[src/rtl/calc_pkg.sv]
// Scan codes, FSM states and key classes shared by the keypad calculator controller.
// Pure declarations: no latency, no flow control.
package calc_pkg;

  localparam logic [7:0] SC_BREAK = 8'hF0;
  localparam logic [7:0] SC_EXT   = 8'hE0;
  localparam logic [7:0] SC_D0    = 8'h70;
  localparam logic [7:0] SC_D1    = 8'h69;
  localparam logic [7:0] SC_D2    = 8'h72;
  localparam logic [7:0] SC_D3    = 8'h7A;
  localparam logic [7:0] SC_D4    = 8'h6B;
  localparam logic [7:0] SC_D5    = 8'h73;
  localparam logic [7:0] SC_D6    = 8'h74;
  localparam logic [7:0] SC_D7    = 8'h6C;
  localparam logic [7:0] SC_D8    = 8'h75;
  localparam logic [7:0] SC_D9    = 8'h7D;
  localparam logic [7:0] SC_ADD   = 8'h79;
  localparam logic [7:0] SC_SUB   = 8'h7B;
  localparam logic [7:0] SC_MULT  = 8'h7C;
  localparam logic [7:0] SC_ENTER = 8'h5A;
  localparam logic [7:0] SC_ESC   = 8'h76;

  typedef enum logic [2:0] {ENT_A, ENT_B, CALC, WAIT, RES} state_t;

  typedef enum logic [2:0] {
    CLS_NONE, CLS_DIGIT, CLS_ADD, CLS_SUB, CLS_MULT, CLS_ENTER, CLS_ESC
  } key_cls_t;

  // Operator vector ordering is {add, sub, mult}.
  function automatic logic [2:0] op_of(input key_cls_t cls);
    case (cls)
      CLS_ADD:  return 3'b100;
      CLS_SUB:  return 3'b010;
      CLS_MULT: return 3'b001;
      default:  return 3'b000;
    endcase
  endfunction

endpackage

[src/rtl/ps2_code_filter.sv]
// Drops break (F0 + following code) and extended-prefix bytes, classifies the rest.
// Combinational classification in the key_valid cycle; no backpressure, strobe in = strobe out.
module ps2_code_filter
  import calc_pkg::*;
(
  input  logic       clk,
  input  logic       rst,
  input  logic       key_valid,
  input  logic [7:0] key_code,
  output key_cls_t   key_cls,
  output logic [3:0] key_digit,
  output logic       cls_valid
);

  logic skip;

  always_ff @(posedge clk or posedge rst) begin
    if (rst) begin
      skip <= 1'b0;
    end else if (key_valid) begin
      if (key_code == SC_BREAK)
        skip <= 1'b1;
      else if (key_code != SC_EXT)
        skip <= 1'b0;
    end
  end

  always_comb begin
    key_cls   = CLS_NONE;
    key_digit = 4'd0;
    case (key_code)
      SC_D0:    begin key_cls = CLS_DIGIT; key_digit = 4'd0; end
      SC_D1:    begin key_cls = CLS_DIGIT; key_digit = 4'd1; end
      SC_D2:    begin key_cls = CLS_DIGIT; key_digit = 4'd2; end
      SC_D3:    begin key_cls = CLS_DIGIT; key_digit = 4'd3; end
      SC_D4:    begin key_cls = CLS_DIGIT; key_digit = 4'd4; end
      SC_D5:    begin key_cls = CLS_DIGIT; key_digit = 4'd5; end
      SC_D6:    begin key_cls = CLS_DIGIT; key_digit = 4'd6; end
      SC_D7:    begin key_cls = CLS_DIGIT; key_digit = 4'd7; end
      SC_D8:    begin key_cls = CLS_DIGIT; key_digit = 4'd8; end
      SC_D9:    begin key_cls = CLS_DIGIT; key_digit = 4'd9; end
      SC_ADD:   key_cls = CLS_ADD;
      SC_SUB:   key_cls = CLS_SUB;
      SC_MULT:  key_cls = CLS_MULT;
      SC_ENTER: key_cls = CLS_ENTER;
      SC_ESC:   key_cls = CLS_ESC;
      default:  key_cls = CLS_NONE;
    endcase
  end

  // F0 and E0 themselves fall into CLS_NONE, so only the skip flag needs gating here.
  assign cls_valid = key_valid && !skip && (key_cls != CLS_NONE);

endmodule

[src/rtl/calc_key_sequencer.sv]
// Keypad calculator controller: builds A/op/B from scan codes, runs one ALU op, holds the result.
// Key effects land one cycle after key_valid; keys arriving while the ALU runs are dropped.
module calc_key_sequencer
  import calc_pkg::*;
#(
  parameter int MAX_DIGITS = 2,
  parameter int OPW        = 7,
  parameter int RW         = 14,
  parameter int TIMEOUT    = 64
) (
  input  logic                 clk,
  input  logic                 rst,
  input  logic                 key_valid,
  input  logic [7:0]           key_code,
  output logic [OPW-1:0]       alu_a,
  output logic [OPW-1:0]       alu_b,
  output logic                 op_add,
  output logic                 op_sub,
  output logic                 op_mult,
  output logic                 alu_start,
  input  logic                 alu_done,
  input  logic signed [RW-1:0] alu_result,
  output logic [RW-1:0]        disp_value,
  output logic                 busy,
  output logic                 err
);

  localparam int CW = $clog2(MAX_DIGITS + 1);
  localparam int TW = $clog2(TIMEOUT);

  key_cls_t   key_cls;
  logic [3:0] key_digit;
  logic       cls_valid;

  ps2_code_filter u_filter (
    .clk       (clk),
    .rst       (rst),
    .key_valid (key_valid),
    .key_code  (key_code),
    .key_cls   (key_cls),
    .key_digit (key_digit),
    .cls_valid (cls_valid)
  );

  state_t         state, state_nx;
  logic [OPW-1:0] a_reg, a_nx, b_reg, b_nx;
  logic [CW-1:0]  a_cnt, a_cnt_nx, b_cnt, b_cnt_nx;
  logic [2:0]     op, op_nx;
  logic [RW-1:0]  disp, disp_nx;
  logic           err_reg, err_nx;
  logic [TW-1:0]  tmo, tmo_nx;
  logic           in_alu, esc;

  function automatic logic [OPW-1:0] append_digit(input logic [OPW-1:0] v, input logic [3:0] d);
    return v * OPW'(10) + OPW'(d);
  endfunction

  assign in_alu = (state == CALC) || (state == WAIT);
  assign esc    = cls_valid && (key_cls == CLS_ESC) && !in_alu;

  always_ff @(posedge clk or posedge rst) begin
    if (rst) begin
      state   <= ENT_A;
      a_reg   <= '0;
      b_reg   <= '0;
      a_cnt   <= '0;
      b_cnt   <= '0;
      op      <= '0;
      disp    <= '0;
      err_reg <= 1'b0;
      tmo     <= '0;
    end else begin
      state   <= state_nx;
      a_reg   <= a_nx;
      b_reg   <= b_nx;
      a_cnt   <= a_cnt_nx;
      b_cnt   <= b_cnt_nx;
      op      <= op_nx;
      disp    <= disp_nx;
      err_reg <= err_nx;
      tmo     <= tmo_nx;
    end
  end

  always_comb begin
    state_nx = state;
    a_nx     = a_reg;
    b_nx     = b_reg;
    a_cnt_nx = a_cnt;
    b_cnt_nx = b_cnt;
    op_nx    = op;
    disp_nx  = disp;
    err_nx   = err_reg;
    tmo_nx   = tmo;
    case (state)
      ENT_A: begin
        if (cls_valid) begin
          case (key_cls)
            CLS_DIGIT: begin
              if (a_cnt < CW'(MAX_DIGITS)) begin
                a_nx     = append_digit(a_reg, key_digit);
                a_cnt_nx = a_cnt + 1'b1;
              end
              disp_nx = RW'(a_nx);
            end
            CLS_ADD, CLS_SUB, CLS_MULT: begin
              op_nx    = op_of(key_cls);
              state_nx = ENT_B;
            end
            default: ;
          endcase
        end
      end
      ENT_B: begin
        if (cls_valid) begin
          case (key_cls)
            CLS_DIGIT: begin
              if (b_cnt < CW'(MAX_DIGITS)) begin
                b_nx     = append_digit(b_reg, key_digit);
                b_cnt_nx = b_cnt + 1'b1;
              end
              disp_nx = RW'(b_nx);
            end
            CLS_ADD, CLS_SUB, CLS_MULT: begin
              if (b_cnt == '0)
                op_nx = op_of(key_cls);
            end
            CLS_ENTER: begin
              if (b_cnt != '0)
                state_nx = CALC;
            end
            default: ;
          endcase
        end
      end
      CALC: begin
        tmo_nx   = '0;
        state_nx = WAIT;
      end
      WAIT: begin
        // A done arriving on the last timeout cycle still counts as success.
        if (alu_done) begin
          disp_nx  = alu_result;
          state_nx = RES;
        end else if (tmo == TW'(TIMEOUT - 1)) begin
          err_nx   = 1'b1;
          disp_nx  = '0;
          state_nx = RES;
        end else begin
          tmo_nx = tmo + 1'b1;
        end
      end
      RES: begin
        if (cls_valid && key_cls == CLS_DIGIT) begin
          a_nx     = OPW'(key_digit);
          a_cnt_nx = CW'(1);
          b_nx     = '0;
          b_cnt_nx = '0;
          op_nx    = '0;
          err_nx   = 1'b0;
          disp_nx  = RW'(key_digit);
          state_nx = ENT_A;
        end
      end
      default: state_nx = ENT_A;
    endcase
    if (esc) begin
      state_nx = ENT_A;
      a_nx     = '0;
      b_nx     = '0;
      a_cnt_nx = '0;
      b_cnt_nx = '0;
      op_nx    = '0;
      disp_nx  = '0;
      err_nx   = 1'b0;
      tmo_nx   = '0;
    end
  end

  assign alu_a      = a_reg;
  assign alu_b      = b_reg;
  assign op_add     = op[2];
  assign op_sub     = op[1];
  assign op_mult    = op[0];
  assign alu_start  = (state == CALC);
  assign busy       = in_alu;
  assign disp_value = disp;
  assign err        = err_reg;

endmodule

[config.mk]
export PLATFORM = sky130hd
export DESIGN_NAME = calc_key_sequencer
export DESIGN_NICKNAME = d
export VERILOG_FILES = /design/src/rtl/calc_pkg.sv /design/src/rtl/ps2_code_filter.sv /design/src/rtl/calc_key_sequencer.sv
export SDC_FILE = /design/constraint.sdc
export NUM_CORES = 1
export LEC_CHECK = 0
export CAP_MARGIN = 0
export CORE_UTILIZATION = 50
export DETAILED_ROUTE_END_ITERATION = 8
export GPL_TIMING_DRIVEN = 1
export HOLD_SLACK_MARGIN = 0.1
export PLACE_DENSITY = 0.79
export SYNTH_ARGS = -nofsm -noshare
export SYNTH_HDL_FRONTEND = slang
export SYNTH_SLANG_ARGS = --single-unit
[constraint.sdc]
create_clock -name clk -period 2.82 [get_ports clk]
set_input_delay 0.846 -clock clk [delete_from_list [all_inputs] [get_ports clk]]
set_output_delay 0.846 -clock clk [all_outputs]
set_load 0.05 [all_outputs]
Word level (Yosys, flattened, before mapping)
Index checks and enable logic that the tools add are counted.

operators by class
  add/sub/neg operators = 5
  $mul = 2
  $lt $le $gt $ge = 2
  eq/ne operators = 44
  muxes and demuxes = 64
  reduce and logical (&&, ||, !) cells = 31

operator list
  operator                                          number
  == test 8 x 7 -> 1 bit, second input constant     15
  2-to-1 mux 14 bit                                 8
  2-to-1 mux 7 bit                                  10
  case mux 14 bit (4 select lines)                  1
  2-to-1 mux 3 bit                                  15
  inequality test 3 bit, second input constant      13
  case mux 4 bit (9 select lines)                   1
  case mux 7 bit (2 select lines)                   2
  AND reduction 7 bit                               3
  2-to-1 mux 2 bit                                  10
  2-to-1 mux 6 bit                                  3
  case mux 3 bit (3 select lines)                   2
  case mux 3 bit (6 select lines)                   1
  case mux 3 bit (5 select lines)                   1
  nonzero test 3 bit                                5
  adder 7 x 4 -> 7 bit                              2
  multiplier 7 x 3 -> 6 bit, second input constant  2
  == test 3 x 2 -> 1 bit, second input constant     4
  == test 3 bit, second input constant              4
  case mux 6 bit (2 select lines)                   1
  AND reduction 4 bit                               3
  AND reduction 5 bit                               2
  OR reduction 10 bit                               1
  == test 8 bit, second input constant              1
  other kinds (22)                                  38

storage, ports and cells
  register bits = 46
  input bits = 26
  output and inout bits = 34
  logic and storage cells = 158

Logic depth before layout (Yosys ltp)
Gate-level depths: netlist of the first run.

  depth in word-level cells = 10
  gate-level depth with buffers = 14
  mapped depth without buffers = 13

Hierarchy
Synthesis of the first run repeated with hierarchy kept, for this count alone.

second synthesis, totals
  cells, all modules = 394
  area, all modules = 3585.9 sq um

by module, submodules not included
  module              instances  cells an instance  area an instance (sq um)  seq. area each (sq um)
  calc_key_sequencer  1          335                3190.6                    1126.1
  ps2_code_filter     1          59                 395.4                     25.0

Worst setup path before layout of the first run
No wires, ideal clock.

  path type = input-to-reg
  start point = in key_code[3]
  end point = reg disp[5], in the netlist disp_value[5]
  library setup time = 0.122 ns
  arrival time = 2.961 ns
  required time = 2.698 ns
  slack = -0.263 ns
  stages = 14
  path buffers = 2
  path through = buf_2 clkbuf_1 nor2b_1 a22oi_1 nor3_1 ha_1 ha_1 a21oi_1 nor2b_1 a41oi_1 xnor2_1 nand2_1 a21oi_1 a32o_1

between the ends
  word-level cells in the longest chain between the ends = 9
  elaborated cells between the ends (all ways) = 43
  those cells by class = 2 x add/sub; 23 x eq/ne; 10 x mux; 8 x reduce/logical

ends and longest elaborated chain
  element                                                                       line                      RTL
  from (decl)                                                                   calc_key_sequencer.sv:14  input logic [7:0] key_code,
  parallel branches: the longest is 9 deep, another holds adder 7 x 4 -> 7 bit  n/a
  to (signal assigned)                                                          calc_key_sequencer.sv:79  disp <= disp_nx;
  to (decl)                                                                     calc_key_sequencer.sv:49  logic [RW-1:0] disp, disp_nx;

Parallel ways; which one is timed is not known. The select of a mux whose other input is x is not followed.
A chain may end at the register's enable or synchronous reset.

Worst setup path after layout of the first run
  start point = in key_code[1]
  end point = reg disp[5], in the netlist disp_value[5]

Same word-level chain as after synthesis.

==> summary.txt, run 1 <==
largest net degree at the start of global routing: 47
number of flip-flops in the largest register: 14
worst setup margin: -90.49 ps
number of global-route vias before repair: 3,601
die height: 86.21 um
total iterations of the first detailed-routing run: 5
largest area contributor in the netlist: dfrtp_1
Post-synth ARST share: 100.0%
Total Routing Usage GR: 30.00%
RSZ-0062 raised after global routing: yes
# clock sinks: 46
CP Launch Type: primary input
fraction of power consumed by the clock network: 18.8%
hold slack final: 498.3 ps
clock-pin transition on the worst setup and hold timing paths: 100 ps
Worst Tran Pin Value: 624.5 ps
period utilization: 103.2%
compound-cell area share of the yosys netlist: 26.46%
DR vias: 3,813
combinational share of power: 42.1%
met3 Usage GRT: 3.905%
adder-cell share of the synthesized area: 7.339%
Flop pwr share: 39.1%
Syn Std Cell Area: 0.003546 sq mm
Synth Area in Simple Gates: 20.61%
fin area: 0.005155 sq mm
Clock Path Buffers: 2
initial antenna violation count: 0
Yosys reg bits: 46
fmax: 343.6 MHz
HPWL after detailed placement: 7939 um
Synth top area share: 32.46%
Slew headroom: 58.37%
FF-to-FF End: disp_value[6]$_DFFE_PP0P_
Worst Hold Launch: disp_value[2]$_DFFE_PP0P_
status: complete, but fails checks
clk_skew: 8.314 ps
yosys warns: 0
worst path buffer plus inverter count: 3
GR Layer Usage met2: 51.73%
origin of the critical flop-to-flop path: alu_a[3]$_DFFE_PP0P_
Worst Path Required: 3020 ps
largest family of logic cells by synthesized area: compound AO/OA/AOI/OAI gates
grt ovf: 0
arrival time worst endpoint: 3110 ps
Die X: 86.21 um
number of hold violations in the final report: 0
Crit Path Class: in -> reg
Worst R2R Path Depth: 9
Slowest-stage cell, CP: or3b_4
first-pass GRT wire length: 17,460 um
clock period minus worst slack: 2910 ps
Pleak: 2.303 nW
drt wl/cell: 18.05 um
post-synthesis mux area share: 2.999%
Switching Fraction: 41.00%
Top delay family on crit path: compound AO/OA/AOI/OAI gates
commonest non-fill, non-tap cell in the layout: buf_4
Vias/cell: 5.986
Synth Instances: 407
DRT iter0 DRCs: 296
area post-placement: 0.004757 sq mm
failing checks: setup timing
hold path depth: 2
CTS buffer count: 5
H-Tree Level Count: 2
clk root buf: clkbuf_8
Pwr Total: 0.002239 W
Yosys cell types: 75
Post-Syn Area per Cell: 8.712 sq um
total power density per cell area: 434.2 mW/mm^2
synth top area cells: dfrtp_1, ha_1, nand2_1, a21oi_1, xnor2_1
final antenna-violating net count: 0
Core ar.: 0.006832 sq mm
Synth Area in XOR/XNOR: 4.658%
CTS tree: done
crit path max fanout: 5
Starting Density: 51.90%
Reg2Reg Setup Slack: 320 ps
slowest cell delay on critical path: 390 ps
CP endpoint kind: flip-flop
register area share after synthesis: 32.46%
die area: 0.007432 sq mm
num rows: 30
# port buffers: 59
Area Overhead vs Synth: 45.38%
routability cong.: 0.8993
CP Cell Sequence: buf_8 > buf_6 > or3b_4 > a211oi_4 > buf_4 > xor2_1 > ha_2 > a21oi_1 > o21ai_1 > xor2_1 > o21ai_1 > a32o_1
Final nets: 584
DRC Markers: 0
Main synth FF type: dfrtp_1
highest-count cells in the layout ignoring fill and taps: buf_4, clkdlybuf4s50_1, dfrtp_1
hold path endpoint: disp_value[2]$_DFFE_PP0P_
Global Route met1 Usage: 38.51%
share of layout cells above drive strength 1: 29.57%
setup TNS: -178.1 ps
Min-Delay Path Class: reg -> reg
P_int: 0.001321 W
NetSw: 0.0009178 W
Syn Nets: 451
peak supply drop: 0.2654 mV
final setup fails: 3
gr busiest metal: met2
Slew Viols, Final: 0
Ant. Diodes: 0
Top Ports: 60
Skew-Pair Late Insertion Delay: 310 ps
final wirelength: 11,500 um
Post-synth EDFFs: 0
Max Cap Viol: 0
[kinds of logic after synthesis]
kind of cell	count (synthesis)
fa+ha+maj	20
flops	46
compound gates	130
xor+xnor	18
simple gates	139
buf+inv	44
mux	10
[Yosys cell counts, drive strengths merged, types with 5 or more instances]
master and count:
a221oi 7, mux2 5, nand2b 7, dfrtp 46, ha 16, buf 13, o31ai 10, a21oi 31
nor3b 8, nor2 26, o21ai 24, xor2 5, nor2b 6, inv 18, xnor2 13, mux2i 5
clkbuf 12, nor3 6, nand3 9, nand2 46, a22o 11
[power groups by stage]
stage | Combinational, W | Sequential (W) | Clock [W]
after floorplan | 0.000466 | 0.000942 | 0
after global placement | 0.000853 | 0.000875 | 0
after detailed placement | 0.000871 | 0.000879 | 0
after CTS | 0.000886 | 0.000867 | 0.000424
after global routing | 0.00101 | 0.000888 | 0.000459
final | 0.000942 | 0.000876 | 0.000420
[stage by stage]
step | std cells | setup slack (ps) | utilization [%]
global placement | 615 | -677.8 | 69.63
floorplan | 407 | -181.4 | -
CTS | 629 | -33.60 | 72.18
detailed placement | 615 | -854.5 | 69.63
global route | 637 | -166.0 | 75.46
finish | 637 | -90.49 | 75.46
[area by class of cell]
type / count / area, sq um
fillers: 490 / 1677
clock inverters: 2 / 13.76
multi-input cells: 317 / 2416
inverters: 19 / 73.82
flip-flops and latches: 46 / 1151
clock buffers: 6 / 72.57
well taps: 96 / 120.1
repair buffers: 151 / 1308
[metal layers]
layer / share of wire, % / vias up
met5: 0 / -
met4: 3.7 / 0
met3: 5.3 / 45
met2: 50 / 168
met1: 41 / 1827
li1: - / 1773
[repair_timing]
item,4_1_cts,5_1_grt
buffers inserted,6,10
hold buffers,0,0
resized for setup,28,39
pin swaps,16,26
endpoints found under the setup margin,38,20
[worst max path at each step]
stage	start	cells past startpoint	to
detailed placement	key_code[1]	11	disp_value[5]$_DFFE_PP0P_
finish	key_code[1]	12	disp_value[5]$_DFFE_PP0P_
floorplan	key_code[0]	13	disp_value[5]$_DFFE_PP0P_
global route	key_code[3]	11	disp_value[4]$_DFFE_PP0P_
CTS	key_code[4]	12	disp_value[5]$_DFFE_PP0P_
global placement	key_code[1]	12	disp_value[3]$_DFFE_PP0P_
[tightest hold or removal path: stages, from the launching register on]
cell and delay (ps):
dfrtp_1 360, nand2_1 50, o31ai_1 60
Note: power is estimated with default switching activity, not from simulation.
==> run 2, diff against run 1 <==
CTS_CLUSTER_SIZE = 40   (was unset)
==> results of run 2 <==
The final DEF is identical to that of run 1; final timing and power are the same.
==> run 3, diff against run 2 <==
CORE_ASPECT_RATIO = 0.75   (was unset)
==> run 3 against run 2 <==
  * The run still ends with setup timing left
  * Global-route usage is 0.57 points higher
  * Total power is 1.1% lower
  * Die area about the same
  * Sequential power decreased by 0.5%
  * Core utilization decreased by 1.5 points
  * Critical path type unchanged
  * Critical endpoint is now alu_a[3]$_DFFE_PP0P_
  * Largest cell class unchanged
==> summary.txt, run 3 (same netlist as run 1, synthesis figures left out) <==
status: complete, but fails checks
failing checks: setup timing
Final nets: 579
Max Cap Viol: 0
Global Route met1 Usage: 43.08%
met3 Usage GRT: 5.571%
Switching Fraction: 41.24%
Top delay family on crit path: compound AO/OA/AOI/OAI gates
initial antenna violation count: 0
Clock Path Buffers: 2
Core ar.: 0.006832 sq mm
period utilization: 100.4%
clock period minus worst slack: 2831 ps
Top Ports: 60
drt wl/cell: 18.03 um
CP endpoint kind: flip-flop
Fillers: 493
fmax: 353.2 MHz
final wirelength: 11,180 um
Flop pwr share: 39.4%
Min-Delay Path Class: reg -> reg
share of layout cells above drive strength 1: 28.17%
P_int: 0.001301 W
die height: 74.93 um
GR Layer Usage met2: 49.77%
placed cells: 598
area post-placement: 0.004705 sq mm
CTS buffer count: 5
clk root buf: clkbuf_8
Die X: 99.24 um
Total Routing Usage GR: 30.57%
commonest non-fill, non-tap cell in the layout: buf_4
Area Overhead vs Synth: 42.55%
# clock sinks: 46
Pwr Total: 0.002214 W
multi-input combinational cell area: 0.002382 sq mm
Slew headroom: 50.67%
Pleak: 2.270 nW
worst setup margin: -11.17 ps
final setup fails: 2
RSZ-0062 raised after global routing: yes
Crit Path Class: in -> reg
die area: 0.007436 sq mm
Slowest-stage cell, CP: or3b_4
DRT iter0 DRCs: 331
register area: 0.001151 sq mm
Vias/cell: 6.223
first-pass GRT wire length: 17,800 um
total power density per cell area: 438.0 mW/mm^2
gr busiest metal: met2
peak supply drop: 0.3991 mV
Worst Path Required: 3010 ps
total iterations of the first detailed-routing run: 4
CP Launch Type: primary input
num rows: 26
routability cong.: 0.9309
clk_skew: 7.870 ps
number of global-route vias before repair: 3,618
Finished Core Util: 73.99%
NetSw: 0.0009129 W
CTS tree: done
H-Tree Level Count: 2
clock-pin transition on the worst setup and hold timing paths: 100 ps
fraction of power consumed by the clock network: 19.8%
Worst Tran Pin Value: 740.0 ps
Starting Density: 51.90%
Slew Viols, Final: 0
CP Cell Sequence: buf_8 > or3b_4 > a211oi_4 > buf_4 > xor2_1 > ha_2 > a21oi_2 > xnor2_1 > mux2i_1 > a2bb2oi_1 > o21ai_1
worst path buffer plus inverter count: 2
highest-count cells in the layout ignoring fill and taps: buf_4, clkdlybuf4s50_1, nand2_1, dfrtp_1, nor2_1
number of hold violations in the final report: 0
crit path max fanout: 4
number of flip-flops in the largest register: 14
HPWL after detailed placement: 8103 um
largest net degree at the start of global routing: 47
final antenna-violating net count: 0
non-filler instance count after layout: 620
DRC Markers: 0
grt ovf: 0
combinational share of power: 40.8%
# port buffers: 59
Skew-Pair Late Insertion Delay: 320 ps
fin area: 0.005055 sq mm
Ant. Diodes: 0
hold slack final: 509.1 ps
arrival time worst endpoint: 3020 ps
DR vias: 3,858
slowest cell delay on critical path: 410 ps
run 3: final cells by class:
class                      instances  area share (%)
multi-input combinational        317           47.13
inverter                          19           1.460
sequential                        46           22.77
clock inverter                     3          0.4703
tap                               84           2.079
timing repair buffer             146           24.73
clock buffer                       5           1.361
run 3: layer usage:
metal  vias up  part of all wire (%)
met5         -                     0
met4         0                   1.4
met3        31                   7.3
met2       202                    46
met1      1861                    45
li1       1764                     -
run 3: worst register-to-register path, cell delays in order, from the launching register on:
cell,delay (ps)
dfrtp_1,390
ha_1,300
ha_1,190
inv_1,60
fa_1,460
nor3_1,190
o21ai_1,100
xnor2_1,180
a311o_1,340
o31ai_2,220
run 3: repair_timing:
item,4_1_cts,5_1_grt
hold buffers,0,0
resized for setup,39,26
pin swaps,22,18
setup buffers,10,4
endpoints found under the setup margin,45,14
run 3: worst paths after layout:
path | cells past startpoint | startpoint | to | slack, ps
setup / recovery | 11 | key_code[1] | alu_a[3]$_DFFE_PP0P_ | -10
hold / removal | 2 | b_cnt[0]$_DFFE_PP0P_ | b_cnt[0]$_DFFE_PP0P_ | 510
setup reg to reg | 9 | alu_a[1]$_DFFE_PP0P_ | disp_value[6]$_DFFE_PP0P_ | 310
hold reg to reg | 2 | b_cnt[0]$_DFFE_PP0P_ | b_cnt[0]$_DFFE_PP0P_ | 510
max in group asynchronous | 3 | rst | alu_a[0]$_DFFE_PP0P_ | 1410
min in group asynchronous | 3 | rst | b_cnt[1]$_DFFE_PP0P_ | 1010
run 3: power groups by stage:
stage	clock network (W)	logic [W]	registers [W]
6_report	0.000438	0.000904	0.000872
4_1_cts	0.000445	0.000864	0.000866
2_1_floorplan	0	0.000466	0.000942
5_1_grt	0.000476	0.000968	0.000885
3_5_place_dp	0	0.000837	0.000876
3_3_place_gp	0	0.000819	0.000872
run 3: metrics by stage:
step           setup slack (ps)  TNS [ps]
2_1_floorplan            -181.4    -559.9
3_3_place_gp             -647.9    -21950
3_5_place_dp             -729.5    -23110
4_1_cts                   34.07         0
5_1_grt                  -70.72    -186.5
6_report                 -11.17    -16.79
